**config.mk**
```make
export PLATFORM = sky130hd
export DESIGN_NAME = pwm_multi
export DESIGN_NICKNAME = d
export VERILOG_FILES = /design/src/rtl/pwm_pkg.sv /design/src/rtl/pwm_counter.sv /design/src/rtl/pwm_multi.sv
export SDC_FILE = /design/constraint.sdc
export NUM_CORES = 1
export LEC_CHECK = 0
export CAP_MARGIN = 15
export CELL_PAD_IN_SITES_DETAIL_PLACEMENT = 0
export CELL_PAD_IN_SITES_GLOBAL_PLACEMENT = 2
export CORE_AREA = 8 8 132 183
export CTS_CLUSTER_DIAMETER = 80
export DETAILED_ROUTE_END_ITERATION = 7
export DIE_AREA = 0 0 140 191
export PLACE_DENSITY_LB_ADDON = 0.25
export SLEW_MARGIN = 5
export SYNTH_ARGS = -nofsm -noshare
export SYNTH_HDL_FRONTEND = slang
export SYNTH_SLANG_ARGS = --single-unit
```
**constraint.sdc**
```tcl
create_clock -name clk_in -period 5.75 [get_ports clk_in]
set_input_delay 1.15 -clock clk_in [delete_from_list [all_inputs] [get_ports clk_in]]
set_output_delay 1.15 -clock clk_in [all_outputs]
set_load 0.005 [all_outputs]
```
**src/rtl/pwm_pkg.sv**
```systemverilog
// Shared defaults and the duty type for the multi-channel PWM block.
package pwm_pkg;
    localparam int CNT_W_DEF    = 21;
    localparam int PERIOD_DEF   = 2000000;
    localparam int DUTY_RST_DEF = 150000;
    localparam int DUTY_MIN_DEF = 100000;
    localparam int DUTY_MAX_DEF = 200000;

    typedef logic [CNT_W_DEF-1:0] duty_t;
endpackage

```
**src/rtl/pwm_counter.sv**
```systemverilog
// Free-running period counter shared by every PWM channel; wrap marks count==PERIOD-1.
module pwm_counter #(
    parameter int CNT_W  = pwm_pkg::CNT_W_DEF,
    parameter int PERIOD = pwm_pkg::PERIOD_DEF
) (
    input  logic             clk_in,
    input  logic             rst_n_in,
    input  logic             en,
    output logic [CNT_W-1:0] count,
    output logic             wrap
);
    localparam logic [CNT_W-1:0] LAST = CNT_W'(PERIOD - 1);

    assign wrap = en && (count == LAST);

    always_ff @(posedge clk_in or negedge rst_n_in) begin
        if (!rst_n_in) begin
            count <= '0;
        end else if (en) begin
            count <= wrap ? '0 : count + CNT_W'(1);
        end
    end
endmodule

```
**src/rtl/pwm_multi.sv**
```systemverilog
// Multi-channel PWM with shadowed duty registers updated at the period wrap.
// Optional duty saturation to [DUTY_MIN, DUTY_MAX] when PWM_MULTI_CLAMP_EN is defined.
module pwm_multi
    import pwm_pkg::*;
#(
    parameter int NUM_CH   = 4,
    parameter int CNT_W    = CNT_W_DEF,
    parameter int PERIOD   = PERIOD_DEF,
    parameter int DUTY_RST = DUTY_RST_DEF,
    parameter int DUTY_MIN = DUTY_MIN_DEF,
    parameter int DUTY_MAX = DUTY_MAX_DEF,
    localparam int CH_W    = (NUM_CH > 1) ? $clog2(NUM_CH) : 1
) (
    input  logic              clk_in,
    input  logic              rst_n_in,
    input  logic              duty_valid_in,
    input  logic [CH_W-1:0]   duty_ch_in,
    input  logic [CNT_W-1:0]  duty_in,
    output logic              duty_ready_out,
    output logic [NUM_CH-1:0] sig_out,
    output logic              period_start_out,
    output logic              err_out
);
`ifdef PWM_MULTI_CLAMP_EN
    localparam logic [CNT_W-1:0] DMIN = CNT_W'(DUTY_MIN);
    localparam logic [CNT_W-1:0] DMAX = CNT_W'(DUTY_MAX);
`else
    logic unused_clamp_bounds;
    assign unused_clamp_bounds = ^{32'(DUTY_MIN), 32'(DUTY_MAX)};
`endif

    function automatic logic [CNT_W-1:0] clamp_duty(input logic [CNT_W-1:0] d);
`ifdef PWM_MULTI_CLAMP_EN
        if (d < DMIN) return DMIN;
        if (d > DMAX) return DMAX;
        return d;
`else
        return d;
`endif
    endfunction

    logic              running;
    logic [CNT_W-1:0]  count;
    logic              wrap;
    logic [CNT_W-1:0]  active  [NUM_CH];
    logic [CNT_W-1:0]  pending [NUM_CH];
    logic [NUM_CH-1:0] pend_vld;
    logic [NUM_CH-1:0] wr_sel;
    logic [NUM_CH-1:0] sig_p1;
    logic              err;
    logic              wr_acc;
    logic              ch_ok;
    logic [CNT_W-1:0]  duty_sat;

    // The counter holds at 0 for the release cycle so the first period starts cleanly.
    pwm_counter #(.CNT_W(CNT_W), .PERIOD(PERIOD)) u_counter (
        .clk_in   (clk_in),
        .rst_n_in (rst_n_in),
        .en       (running),
        .count    (count),
        .wrap     (wrap)
    );

    assign wr_acc   = duty_valid_in && running;
    assign ch_ok    = (32'(duty_ch_in) < NUM_CH);
    assign duty_sat = clamp_duty(duty_in);

    always_comb begin
        wr_sel = '0;
        for (int i = 0; i < NUM_CH; i++) begin
            wr_sel[i] = wr_acc && ch_ok && (duty_ch_in == CH_W'(i));
        end
    end

    always_ff @(posedge clk_in or negedge rst_n_in) begin
        if (!rst_n_in) begin
            running <= 1'b0;
            err     <= 1'b0;
        end else begin
            running <= 1'b1;
            if (wr_acc && !ch_ok) err <= 1'b1;
        end
    end

    // A write landing in the wrap cycle bypasses the shadow and goes straight to active.
    always_ff @(posedge clk_in or negedge rst_n_in) begin
        if (!rst_n_in) begin
            for (int i = 0; i < NUM_CH; i++) active[i] <= CNT_W'(DUTY_RST);
            pend_vld <= '0;
        end else begin
            for (int i = 0; i < NUM_CH; i++) begin
                if (wrap) begin
                    if (wr_sel[i])        active[i] <= duty_sat;
                    else if (pend_vld[i]) active[i] <= pending[i];
                    pend_vld[i] <= 1'b0;
                end else if (wr_sel[i]) begin
                    pend_vld[i] <= 1'b1;
                end
            end
        end
    end

    always_ff @(posedge clk_in) begin
        for (int i = 0; i < NUM_CH; i++) begin
            if (wr_sel[i]) pending[i] <= duty_sat;
        end
    end

    // Output stage: one cycle behind count.
    always_ff @(posedge clk_in or negedge rst_n_in) begin
        if (!rst_n_in) begin
            sig_p1 <= '0;
        end else begin
            for (int i = 0; i < NUM_CH; i++) sig_p1[i] <= running && (count < active[i]);
        end
    end

    assign sig_out          = sig_p1;
    assign duty_ready_out   = running;
    assign period_start_out = running && (count == '0);
    assign err_out          = err;
endmodule
```
==> metrics.txt <==
status complete, no violations; Post-Route WL 21.3 mm; initial antenna violation count 0; Worst-Skew Late Latency 440 ps; first-pass GRT wire length 34.3 mm; Die Span Y 191 um; CTS tree yes; register area share after synthesis 48.2%; Post-Syn Area 9490 um2; Synth Flop Type dfxtp_1; post-route setup TNS 0 ps; CP Capture Type primary output; Yosys warnings 0; nets@finish 926; Crit Path Class register to primary output; synth unique cells 49; FMAX 0.286 GHz; worst-case headroom to the max-slew limit 29.8%; Core ar. 21500 um2; Buf/Inv on CP 1; period utilization 60.9%; syn nets 892; RSZ-0062 raised after global routing false; clock skew 9.75 ps; DRC viols 0; #FFs+latches synth 198; post-route ant nets 0; GRT Total Usage 16.9%; endpoints failing setup 0; reg2reg setup slack 2520 ps; layout cell share with drive strength beyond 1 28.9%; CP max stage delay 600 ps; die area 26700 um2; maximum number of pins on one net before global-route repair 77; Syn Area/Cell 12.1 um2; Bufs on Longest Clock Path 2; DP HPWL 15.2 mm; die width 140 um; Post-synth EDFFs 0; Root Buffer clkbuf_16; Hold Crit Class register to register; Ports 33; total gr overflow 0; PwrDens 319 nW/um2; Worst path top cell family by delay simple AND/OR/NAND/NOR gates; drt wl/cell 19.5 um; critical path fanouts, max 10; Area growth, synth to finish 11.9%; Starting DRT DRC Count 221; leakage power 4.65 nW; TritonCTS Sinks 198; Worst-path clk slew 80 ps; Gates resized, CTS repair 0; First-pass DRT Iterations 6; placed cell area 9990 um2; CP Data Arrival Time 2350 ps; ant diodes 0; vias per cell 5.23; Slowest-stage cell, CP dfrtp_1; WP data required 4600 ps; DR vias 5724; final hold vios 0; CTS H-Tree Depth 4; vias in the first global route 6245; gpl congestion 0.784; CP startpoint kind register; # fillers 1908; Post-CTS Hold Buffers 0; minimum clock period 3500 ps; Post-CTS Setup Bufs 0; Slew @ Worst Pin 1050 ps; starting density of the core 44.2%; design area 10600 um2; Tot Pwr 3.39 mW; Peak VDD IR 0.221 mV; max cap viols 0; Final Max Tran Viols 0; port bufs 31; total CTS buffers 17; asr flop ratio synth 57.6%; Syn Inst Count 784; row count 64; Cell Chain, Critical Path nor4_2 -> nand3b_2 -> nor2_1 -> clkdlybuf4s50_1
-- cell usage after synthesis (all sizes together), types with 4 or more instances --
library cell	instances	area, um2
inv	82	308
o21a	4	30.0
and3	5	32.5
nand4	19	119
a31oi	4	25.0
nor2	23	135
xnor2	13	114
mux2	168	2040
dfstp	32	841
dfrtp	82	2050
clkbuf	5	31.3
nor2b	14	87.6
nor4	9	77.6
nand3	15	75.1
nand2	44	165
ha	82	1030
a21oi	36	180
buf	17	165
a2bb2oi	4	35.0
dfxtp	84	1680
o21ai	19	95.1
-- power by group --
| group | switching [mW] | internal [mW] |
|---|---|---|
| Sequential | 0.0949 | 1.55 |
| Combinational | 0.229 | 0.240 |
| Clock | 0.556 | 0.722 |
-- final timing paths --
kind                                           from                to  cells past startpoint
worst min register to register        pending[1][9]     pending[1][9]                      1
min in group asynchronous                  rst_n_in        active[12]                      1
worst max-delay path            u_counter.count[11]  period_start_out                      4
worst min-delay path                  pending[1][9]     pending[1][9]                      1
worst max register to register  u_counter.count[11]         active[0]                      5
max in group asynchronous                  rst_n_in        active[70]                      2
-- sequential cells by signal, indices dropped and copies added, names as in the netlist --
signal / count
pending: 84
pend_vld: 4
sig_out: 4
u_counter.count: 21
duty_ready_out: 1
active: 84
-- layout by cell type, fill, tap and decap left out, types with 3 or more instances in the layout --
cell	n
a21oi_1	36
a2bb2oi_1	4
a31oi_1	4
and3_1	4
buf_4	7
bufinv_16	3
clkbuf_16	17
clkdlybuf4s50_1	30
dfrtp_1	82
dfstp_2	32
dfxtp_1	84
ha_1	82
inv_1	82
inv_6	6
mux2_1	10
mux2_2	118
mux2_4	40
nand2_1	44
nand3_1	15
nand4_1	19
nor2_1	20
nor2_8	3
nor2b_1	14
nor4_1	7
o21a_1	4
o21ai_0	19
xnor2_1	13
-- logic make-up (layout without fill, tap and decap cells) --
family / count (synthesis) / in the layout / synth area share (%)
flops: 198 / 198 / 48.2
mux: 170 / 170 / 21.7
simple gates: 144 / 144 / 8.51
buf+inv: 104 / 151 / 5.31
fa+ha+maj: 82 / 82 / 10.8
compound gates: 69 / 69 / 4.01
xor+xnor: 15 / 15 / 1.38
other cells: 2 / 2 / 0.0791
-- final cells by class --
class / instances / area (um2) / share of cell area, %
repair buffers: 37 / 353 / 3.32
clock buffers: 19 / 453 / 4.26
clock inverters: 13 / 184 / 1.73
well taps: 264 / 330 / 3.11
inverters: 82 / 308 / 2.90
flip-flops and latches: 198 / 4570 / 43.1
multi-input cells: 482 / 4420 / 41.6
-- layer usage --
| metal | GRT usage (%) | vias to the layer above | part of all wire, % |
|---|---|---|---|
| met5 | 0 | - | 0 |
| met4 | 6.83 | 0 | 2.7 |
| met3 | 2.55 | 27 | 2.1 |
| met2 | 30.6 | 60 | 52 |
| met1 | 19.5 | 2849 | 44 |
| li1 | - | 2788 | - |
-- per-stage QoR --
| stage | worst slack, ps | utilization [%] | hold slack (ps) | instances |
|---|---|---|---|---|
| after detailed placement | 2190 | 46.5 | 459 | 1063 |
| after floorplan | 3230 | - | 445 | 784 |
| after global routing | 2060 | 49.5 | 490 | 1095 |
| after global placement | 2260 | 46.5 | 452 | 1063 |
| final | 2250 | 49.5 | 473 | 1095 |
| after CTS | 2180 | 49.5 | 475 | 1095 |
No activity file was read; power rests on OpenSTA's default activity.
